[config.mk]
export PLATFORM = sky130hd
export DESIGN_NAME = l2_req_responder
export DESIGN_NICKNAME = d
export VERILOG_FILES = /design/src/rtl/spandex_home_pkg.sv /design/src/rtl/l2_req_responder.sv
export SDC_FILE = /design/constraint.sdc
export NUM_CORES = 1
export LEC_CHECK = 0
export CAP_MARGIN = 30
export CORE_AREA = 5 5 445 447
export DETAILED_ROUTE_END_ITERATION = 10
export DIE_AREA = 0 0 450 452
export SETUP_SLACK_MARGIN = 0.2
export SLEW_MARGIN = 15
export SYNTH_ARGS = -nofsm -noshare
export SYNTH_HDL_FRONTEND = slang
export SYNTH_SLANG_ARGS = --single-unit
[constraint.sdc]
create_clock -name clk -period 2.38 [get_ports clk]
set_input_delay 0.595 -clock clk [delete_from_list [all_inputs] [get_ports clk]]
set_output_delay 0.595 -clock clk [all_outputs]
set_load 0.02 [all_outputs]
[src/rtl/spandex_home_pkg.sv]
// Shared types for the Spandex home-side request responder.
// Holds message codes, FSM states and the latched request bundle.
package spandex_home_pkg;

    localparam int LINE_WORDS = 4;
    localparam int WORD_BITS  = 64;
    localparam int ADDR_BITS  = 28;
    localparam int CNT_BITS   = 4;
    localparam int LINE_BITS  = LINE_WORDS * WORD_BITS;

    localparam logic [2:0] REQ_V     = 3'd0;
    localparam logic [2:0] REQ_S     = 3'd1;
    localparam logic [2:0] REQ_WT    = 3'd2;
    localparam logic [2:0] REQ_O     = 3'd3;
    localparam logic [2:0] REQ_WB    = 3'd4;
    localparam logic [2:0] REQ_ODATA = 3'd5;

    localparam logic [2:0] RSP_S      = 3'd0;
    localparam logic [2:0] RSP_O      = 3'd1;
    localparam logic [2:0] RSP_V      = 3'd2;
    localparam logic [2:0] RSP_WB_ACK = 3'd3;

    typedef enum logic [1:0] {
        IDLE     = 2'd0,
        MEM_REQ  = 2'd1,
        MEM_WAIT = 2'd2,
        RSP      = 2'd3
    } state_t;

    typedef struct packed {
        logic [2:0]           coh_msg;
        logic                 hprot;
        logic [ADDR_BITS-1:0] addr;
        logic [LINE_BITS-1:0] line;
        logic [LINE_WORDS-1:0] word_mask;
    } req_latch_t;

    function automatic logic is_read(input logic [2:0] m);
        return (m == REQ_V) || (m == REQ_S) || (m == REQ_ODATA);
    endfunction

    function automatic logic is_write(input logic [2:0] m);
        return (m == REQ_WT) || (m == REQ_WB);
    endfunction

    function automatic logic [2:0] rsp_msg(input logic [2:0] m);
        logic [2:0] r;
        r = RSP_WB_ACK;
        case (m)
            REQ_V:              r = RSP_V;
            REQ_S:              r = RSP_S;
            REQ_O, REQ_ODATA:   r = RSP_O;
            default:            r = RSP_WB_ACK;
        endcase
        return r;
    endfunction

endpackage

[src/rtl/l2_req_responder.sv]
// Directory-less home endpoint: services one L2 request at a time
// against a simple backing-memory port and returns the response.
module l2_req_responder
    import spandex_home_pkg::*;
#(
    parameter int WORDS_PER_LINE = LINE_WORDS,
    parameter int BITS_PER_WORD  = WORD_BITS,
    parameter int LINE_ADDR_BITS = ADDR_BITS,
    parameter int INVACK_BITS    = CNT_BITS
) (
    input  logic                                    clk,
    input  logic                                    rst,
    input  logic                                    l2_req_out_valid,
    output logic                                    l2_req_out_ready,
    input  logic [2:0]                              l2_req_out_coh_msg,
    input  logic                                    l2_req_out_hprot,
    input  logic [LINE_ADDR_BITS-1:0]               l2_req_out_addr,
    input  logic [WORDS_PER_LINE*BITS_PER_WORD-1:0] l2_req_out_line,
    input  logic [WORDS_PER_LINE-1:0]               l2_req_out_word_mask,
    output logic                                    l2_rsp_in_valid,
    input  logic                                    l2_rsp_in_ready,
    output logic [2:0]                              l2_rsp_in_coh_msg,
    output logic [LINE_ADDR_BITS-1:0]               l2_rsp_in_addr,
    output logic [WORDS_PER_LINE*BITS_PER_WORD-1:0] l2_rsp_in_line,
    output logic [WORDS_PER_LINE-1:0]               l2_rsp_in_word_mask,
    output logic [INVACK_BITS-1:0]                  l2_rsp_in_invack_cnt,
    output logic                                    mem_req_valid,
    input  logic                                    mem_req_ready,
    output logic                                    mem_req_write,
    output logic                                    mem_req_hprot,
    output logic [LINE_ADDR_BITS-1:0]               mem_req_addr,
    output logic [WORDS_PER_LINE*BITS_PER_WORD-1:0] mem_req_line,
    output logic [WORDS_PER_LINE-1:0]               mem_req_wmask,
    input  logic                                    mem_rsp_valid,
    input  logic [WORDS_PER_LINE*BITS_PER_WORD-1:0] mem_rsp_line,
    output logic                                    bad_msg_err
);

    state_t     state, state_nxt;
    req_latch_t req;
    logic [WORDS_PER_LINE*BITS_PER_WORD-1:0] rd_line;
    logic accept;
    logic in_msg_ok;
    logic rsp_has_data;

    assign l2_req_out_ready = rst && (state == IDLE);
    assign accept    = l2_req_out_valid && l2_req_out_ready;
    assign in_msg_ok = is_read(l2_req_out_coh_msg)
                    || is_write(l2_req_out_coh_msg)
                    || (l2_req_out_coh_msg == REQ_O);

    always_comb begin
        state_nxt = state;
        unique case (1'b1)
            (state == IDLE): begin
                if (accept) begin
                    if (is_read(l2_req_out_coh_msg) || is_write(l2_req_out_coh_msg))
                        state_nxt = MEM_REQ;
                    else if (l2_req_out_coh_msg == REQ_O)
                        state_nxt = RSP;
                end
            end
            (state == MEM_REQ): begin
                if (mem_req_ready)
                    state_nxt = is_write(req.coh_msg) ? RSP : MEM_WAIT;
            end
            (state == MEM_WAIT): begin
                if (mem_rsp_valid)
                    state_nxt = RSP;
            end
            (state == RSP): begin
                if (l2_rsp_in_ready)
                    state_nxt = IDLE;
            end
            default: state_nxt = IDLE;
        endcase
    end

    always_ff @(posedge clk) begin
        if (!rst) begin
            state       <= IDLE;
            req         <= '0;
            rd_line     <= '0;
            bad_msg_err <= 1'b0;
        end else begin
            state <= state_nxt;
            if (accept) begin
                req.coh_msg   <= l2_req_out_coh_msg;
                req.hprot     <= l2_req_out_hprot;
                req.addr      <= l2_req_out_addr;
                req.line      <= l2_req_out_line;
                req.word_mask <= l2_req_out_word_mask;
            end
            if ((state == MEM_WAIT) && mem_rsp_valid)
                rd_line <= mem_rsp_line;
            if (accept && !in_msg_ok)
                bad_msg_err <= 1'b1;
        end
    end

    // Outputs are forced to zero whenever their valid is low.
    assign mem_req_valid = (state == MEM_REQ);
    assign mem_req_write = mem_req_valid && is_write(req.coh_msg);
    assign mem_req_hprot = mem_req_valid && req.hprot;
    assign mem_req_addr  = mem_req_valid ? req.addr : '0;
    assign mem_req_line  = mem_req_write ? req.line : '0;
    assign mem_req_wmask = mem_req_write ? req.word_mask : '0;

    assign rsp_has_data = is_read(req.coh_msg);

    assign l2_rsp_in_valid     = (state == RSP);
    assign l2_rsp_in_coh_msg   = l2_rsp_in_valid ? rsp_msg(req.coh_msg) : '0;
    assign l2_rsp_in_addr      = l2_rsp_in_valid ? req.addr : '0;
    assign l2_rsp_in_line      = (l2_rsp_in_valid && rsp_has_data) ? rd_line : '0;
    assign l2_rsp_in_word_mask = !l2_rsp_in_valid ? '0
                               : (req.coh_msg == REQ_S) ? '1 : req.word_mask;
    assign l2_rsp_in_invack_cnt = '0;

endmodule

==> out/results.tsv, run 1 <==
stage	metric	value	unit
clocking	path_clk_slew	0.06	ns
detailed_routing	ant_nets	0	
sta	slew-limit-headroom	50.8	%
logic_synthesis	avgSynthCellArea	7.44	um2
clocking	ctsHtreeMaxLevel	3	
clocking	root_buffer	clkbuf_16	
critical_path	slowest_delay	0.36	ns
run_status	failed_checks	negative setup slack	
die	die_w	450	um
power	vdd_drop_max	0.485	mV
global_routing	grt_use_total	13.7	%
sta	rsz0062_at_grt	true	
logic_synthesis	synth_async_sr_flop_share	0	%
logic_synthesis	synth_commonest_cells	1098 x nand2_1, 574 x and2_1, 551 x dfxtp_1	
sta	setup_ws	-0.760	ns
global_routing	grt_antenna_before_repair	64	
die	row_count	162	
logic_synthesis	yosysWarnings	0	
logic_synthesis	yosys.area.top_type	dfxtp_1	
sta	tightest_slew	0.738	ns
logic_synthesis	synth_top_area_share	48.4	%
critical_path	path_class	flip-flop to output port	
logic_synthesis	synth.distinct_cells	28	
clocking	clockBufferDepth	3	
global_routing	grt_max_degree	136	
sta	finalMaxSlewViolations	0	
critical_path	end_kind	output port	
hold_path	hold_depth	3	
place	dp.cells	6623	
power	p_total	31.4	mW
die	floorplan.initialDensity	11.8	%
logic_synthesis	synth.most_common_cell	nand2_1	
critical_path	rr_worst_depth	6	
sta	skew	0.0182	ns
sta	setup_tns	-339.60	ns
logic_synthesis	synth_area_leaders	dfxtp_1 48%, nand2_1 18%, and2_1 16%	
detailed_routing	routed_wl	155000	um
place	place.gp.congestion	0.965	
detailed_routing	via_per_inst	3.73	
die	io_pins	1143	
hold_path	holdCritPathClass	input port to flip-flop	
sta	finalSetupViolations	582	
power	power_leakage	17.2	nW
critical_path	crit_fanout	6	
global_routing	grt_pass1_vias	24100	
detailed_routing	dr.pass1.iters	6	
clocking	worstSkewPairLatency	0.69	ns
critical_path	cp-start-kind	flip-flop	
logic_synthesis	netlist_area	22800	um2
logic_synthesis	ys_seq_elements	551	
sta	period_share	132	%
layout	area_growth	96.0	%
clocking	cts_tree	yes	
global_routing	overflow	0	
layout	nets	4837	
layout	final_cells	6890	
critical_path	crit_chain	inv_4 > ha_4 > inv_4 > nor3_4 > buf_12 > buf_8 > buf_16 > buf_16 > and2_2 > buf_12	
logic_synthesis	synth-edff-count	0	
clocking	cts.sinks	551	
sta	min_period	3.14	ns
place	hpwl	118000	um
global_routing	grt_pass1_wl	196000	um
die	die-area	203000	um2
logic_synthesis	netlist_instances	3064	
critical_path	arrival	2.54	ns
place	port_buffers	1137	
die	die_h	452	um
layout	drive_gt1_share	32.4	%
sta	timing.fmax	0.318	GHz
die	coreArea	194000	um2
job	cap_violations	0	
detailed_routing	vias	25700	
critical_path	crit_required	1.78	ns
detailed_routing	wl_per_cell	22.6	um
logic_synthesis	synthFlopType	dfxtp_1	
detailed_routing	drt_iter0_markers	1965	
detailed_routing	post-route-drc-count	0	
power	power_density	702	nW/um2
sta	hold_viol	0	
critical_path	cp_slowest_cell	dfxtp_4	
logic_synthesis	ys_seq_area_share	48.4	%
run_status	outcome	finished with violations	
clocking	cts-buffers-inserted	70	
## final cells by class
class                   count  area (um2)
multi-input cells        2260       11800
clock buffers             103        2080
fillers                 21000      149000
clock inverters            22         290
inverters                   7        41.3
flip-flops and latches    551       11000
diodes                     16        40.0
repair buffers           1389       16200
well taps                2542        3180
## flip-flops by register name, indices dropped and copies added (netlist names)
register	flops
req	292
rd_line	256
state	2
bad_msg_err	1
## layout by cell type (no fill, tap or decap), drive strengths merged
cell / n
o21ai: 292
xnor2: 1
dfxtp: 551
clkinv: 11
a21oi: 258
o221ai: 1
or4: 1
clkdlybuf4s15: 16
ha: 4
conb: 5
o211ai: 1
nand2b: 1
clkinvlp: 2
or2: 2
o41ai: 1
nor2: 12
diode: 16
and2: 574
a211oi: 1
buf: 719
nor3: 3
a31oi: 3
clkbuf: 161
and3: 1
inv: 12
clkdlybuf4s50: 596
o31ai: 1
nand2: 1098
bufinv: 4
## worst max-delay path: cells and delay by family (launching register included)
kind,cells,cell delay [ns]
fa+ha+maj,1,0.15
simple gates,2,0.50
buf+inv,7,0.83
flops,1,0.36
## metrics by stage
stage	utilization, %	hold slack [ns]	instance area [um2]	setup WS (ns)
after global routing	23.1	0.195	44700	-0.866
after CTS	21.7	0.159	42000	-1.17
after detailed placement	20.2	0.442	39200	-0.533
final	23.1	0.250	44700	-0.760
after floorplan	-	0.431	23400	0.169
after global placement	20.2	0.437	39200	-0.517
## per-layer routing
layer / vias up / wire length [um] / track usage (%)
met5: - / 183 / 0
met2: 1200 / 77300 / 23.6
met3: 254 / 13300 / 4.60
li1: 12100 / - / -
met1: 12100 / 58300 / 15.6
met4: 26 / 6280 / 5.66
## power by group
group / total [mW] / switching (mW) / internal [mW]
clock network: 11.2 / 4.66 / 6.54
logic: 8.11 / 4.30 / 3.81
registers: 12.1 / 1.22 / 10.9
total: 31.4 / 10.2 / 21.2
## worst paths after layout
kind,start,to,slack [ns]
worst max-delay path,state[1]$_SDFFE_PN0P_,mem_req_line[210],-0.76
worst min register to register,rd_line[57]$_SDFFE_PN0P_,rd_line[57]$_SDFFE_PN0P_,0.45
worst max register to register,state[1]$_SDFFE_PN0P_,rd_line[39]$_SDFFE_PN0P_,0.43
worst min-delay path,rst,req[232]$_SDFFE_PN0P_,0.25
## cell families after synthesis
family	Yosys count	synth area share (%)
fa+ha+maj	4	0.220
simple gates	1692	34.3
xor+xnor	1	0.0384
buf+inv	257	4.68
other cells	1	0.0164
flops	551	48.4
compound gates	558	12.4
## repair_timing
action | in CTS | in global routing
gates cloned | 7 | 45
hold buffers | 0 | 0
buffers inserted | 26 | 49
pin swaps | 3 | 139
endpoints found under the setup margin | 583 | 583
resized for setup | 558 | 1830
Note: power is estimated with default switching activity, not from simulation.
==> run 2, diff against run 1 <==
--- a/config.mk
+++ b/config.mk
@@ -6,9 +6,9 @@
 export NUM_CORES = 1
 export LEC_CHECK = 0
 export CAP_MARGIN = 30
-export CORE_AREA = 5 5 445 447
+export CORE_AREA = 5 5 442 444
 export DETAILED_ROUTE_END_ITERATION = 10
-export DIE_AREA = 0 0 450 452
+export DIE_AREA = 0 0 447 449
 export SETUP_SLACK_MARGIN = 0.2
 export SLEW_MARGIN = 15
 export SYNTH_ARGS = -nofsm -noshare
==> constraint.sdc (replaced) <==
create_clock -name clk -period 2.8 [get_ports clk]
set_input_delay 0.7 -clock clk [delete_from_list [all_inputs] [get_ports clk]]
set_output_delay 0.7 -clock clk [all_outputs]
set_load 0.02 [all_outputs]
==> out/results.tsv, run 2 (synthesis gave the netlist of run 1 again) <==
stage	metric	value	unit	change
run_status	outcome	finished with violations		unchanged
run_status	failed_checks	negative setup slack		unchanged
power	p_int	17.5	mW	was 21.2 mW
critical_path	crit_required	2.10	ns	was 1.78 ns
power	p_comb_share	23.4	%	was 25.8%
layout	nets	4746		was 4837
clocking	worstSkewPairLatency	0.68	ns	was 0.69 ns
clocking	cts.sinks	551		unchanged
critical_path	end_kind	output port		unchanged
power	pwr-share-seq	39.4	%	was 38.5%
sta	rsz0062_at_grt	true		unchanged
hold_path	hold_depth	3		unchanged
die	die_w	447	um	was 450 um
layout	largest-register	req		unchanged
clocking	hold_buffers	0		unchanged
sta	hold_viol	0		unchanged
critical_path	cp-start-kind	flip-flop		unchanged
power	p_total	25.8	mW	was 31.4 mW
global_routing	grt_pass1_wl	191000	um	was 196000 um
hold_path	min_to	rd_line[227]$_SDFFE_PN0P_		was req[232]$_SDFFE_PN0P_
layout	final_cell_mix	1097 x nand2_1, 615 x clkdlybuf4s50_1, 549 x dfxtp_1		was 1097 x nand2_1, 596 x clkdlybuf4s50_1, 549 x dfxtp_1
place	place.gp.congestion	0.912		was 0.965
die	die-area	201000	um2	was 203000 um2
clocking	path_clk_slew	0.06	ns	about the same
critical_path	slowest_delay	0.36	ns	about the same
sta	slew-limit-headroom	39.1	%	was 50.8%
detailed_routing	dr.pass1.iters	5		was 6
detailed_routing	drt-met1-wl	54400	um	was 58300 um
global_routing	grt_antenna_before_repair	65		was 64
power	clkPwrFrac	37.2	%	was 35.7%
job	cap_violations	0		unchanged
sta	finalSetupViolations	578		was 582
power	power_density	623	nW/um2	was 702 nW/um2
sta	min_period	3.27	ns	
power	p_sw_share	31.9	%	was 32.4%
layout	final_common_cell	nand2_1		unchanged
critical_path	cp_slowest_cell	dfxtp_4		unchanged
power	power_leakage	16.7	nW	was 17.2 nW
detailed_routing	ant_nets	0		unchanged
sta	setup_ws	-0.474	ns	was -0.760 ns
layout	fill_cells	21100		was 21000
layout	utilization	21.6	%	was 23.1%
layout	top_regs	req x292, rd_line x256, state x2		unchanged
place	hpwl	114000	um	was 118000 um
clocking	cts-buffers-inserted	71		was 70
place	port_buffers	1137		unchanged
layout	drive_gt1_share	19.6	%	was 32.4%
critical_path	crit_chain	inv_4 > ha_4 > inv_4 > nor3_4 > buf_12 > buf_16 > buf_6 > buf_16 > buf_8 > buf_6 > buf_6 > and2_4 > buf_6		was inv_4 > ha_4 > inv_4 > nor3_4 > buf_12 > buf_8 > buf_16 > buf_16 > and2_2 > buf_12
critical_path	crit_fanout	8		was 6
critical_path	path_class	flip-flop to output port		unchanged
sta	timing.fmax	0.305	GHz	
critical_path	crit_top_cell	buf_6		
global_routing	grt_max_degree	138		was 136
clocking	clockBufferDepth	3		unchanged
sta	period_share	117	%	
die	die_h	449	um	was 452 um
global_routing	grt_pass1_vias	24000		was 24100
detailed_routing	via_per_inst	3.65		was 3.73
sta	finalMaxSlewViolations	0		unchanged
detailed_routing	route.met2.wl	72100	um	was 77300 um
layout	final_cells	6782		was 6890
power	p_switching	8.23	mW	was 10.2 mW
die	coreArea	191000	um2	was 194000 um2
clocking	root_buffer	clkbuf_16		unchanged
global_routing	grt_use_total	13.5	%	was 13.7%
die	row_count	161		was 162
critical_path	r2r-start	state[0]$_SDFFE_PN0P_		was state[1]$_SDFFE_PN0P_
sta	skew	0.0355	ns	was 0.0182 ns
detailed_routing	vias	24700		was 25700
critical_path	arrival	2.57	ns	was 2.54 ns
place	dp.cells	6579		was 6623
clocking	cts_tree	yes		unchanged
critical_path	r2r_slack	0.73	ns	was 0.43 ns
detailed_routing	wl_per_cell	21.2	um	was 22.6 um
power	vdd_drop_max	0.483	mV	was 0.485 mV
layout	largest_reg_flops	292		unchanged
detailed_routing	post-route-drc-count	0		unchanged
detailed_routing	dr_wl_met3	11000	um	was 13300 um
sta	tightest_slew	0.913	ns	was 0.738 ns
critical_path	rr_endpoint	rd_line[237]$_SDFFE_PN0P_		was rd_line[39]$_SDFFE_PN0P_
hold_path	holdCritPathClass	input port to flip-flop		unchanged
detailed_routing	drt_iter0_markers	1749		was 1965
die	io_pins	1143		unchanged
layout	area_growth	81.5	%	was 96.0%
global_routing	overflow	0		unchanged
critical_path	rr_worst_depth	8		was 6
detailed_routing	routed_wl	144000	um	was 155000 um
die	floorplan.initialDensity	11.9	%	was 11.8%
hold_path	min-delay-start	rst		unchanged
detailed_routing	top_layer_used	met5		unchanged
clocking	ctsHtreeMaxLevel	3		unchanged
==> run 2: changes by cell type in the layout (fill, tap and decap cells not counted), sizes merged <==
cell,change
bufinv,+2
clkdlybuf4s15,+9
bufbuf,+1
inv,+1
clkdlybuf4s50,+19
buf,-208
clkbuf,+24
diode,+2
dlymetal6s2s,+57
clkinv,+3
clkinvlp,-2
==> run 2: layout make-up <==
type                    instances  area [um2]  share of cell area [%]
clock inverters                26         412                   0.995
diodes                         18        45.0                   0.109
repair buffers               1297       13700                    33.2
multi-input cells            2260       11000                    26.5
well taps                    2526        3160                    7.64
inverters                       7        38.8                  0.0937
clock buffers                  97        1990                    4.82
flip-flops and latches        551       11000                    26.7
==> run 2: how the worst max path moves through the flow <==
| stage | start | to |
|---|---|---|
| floorplan | state[0]$_SDFFE_PN0P_ | l2_rsp_in_line[203] |
| global placement | state[1]$_SDFFE_PN0P_ | mem_req_line[172] |
| detailed placement | state[1]$_SDFFE_PN0P_ | mem_req_line[205] |
| CTS | state[1]$_SDFFE_PN0P_ | mem_req_line[240] |
| global route | state[1]$_SDFFE_PN0P_ | mem_req_line[29] |
| finish | state[1]$_SDFFE_PN0P_ | mem_req_line[29] |
==> run 2: metrics by stage <==
step	TNS, ns	cell area [um2]	worst slack (ns)	hold slack, ns
2_1_floorplan	0	22800	0.312	0.431
3_3_place_gp	-22.39	38200	-0.150	0.437
3_5_place_dp	-26.28	38200	-0.149	0.442
4_1_cts	-310.88	41500	-0.796	0.306
5_1_grt	-248.42	41400	-0.598	0.338
6_report	-170.11	41400	-0.474	0.393
==> run 2: layer usage <==
metal	up-vias	track usage, %
met4	20	5.02
met3	232	3.68
met2	968	24.3
met5	-	0
li1	11900	-
met1	11600	15.2
==> run 2: what timing repair did <==
action	4_1_cts	5_1_grt
gates cloned	12	6
endpoints found under the hold margin	0	0
buffers inserted	28	16
gates resized for setup	695	799
endpoints found under the setup margin	583	583
pin swaps	5	18
==> run 2: worst max-delay path: cells and delay by family, from the launching register on <==
kind / cells / cell delay, ns
fa+ha+maj: 1 / 0.14
simple gates: 2 / 0.34
buf+inv: 10 / 1.06
flops: 1 / 0.36
==> run 2: power groups by stage <==
stage	Clock, mW	Sequential, mW	Combinational [mW]
finish	9.58	10.2	6.03
global route	10.2	10.3	6.61
floorplan	0	9.79	2.80
detailed placement	0	10.3	5.48
global placement	0	10.3	5.38
CTS	9.89	10.1	5.91
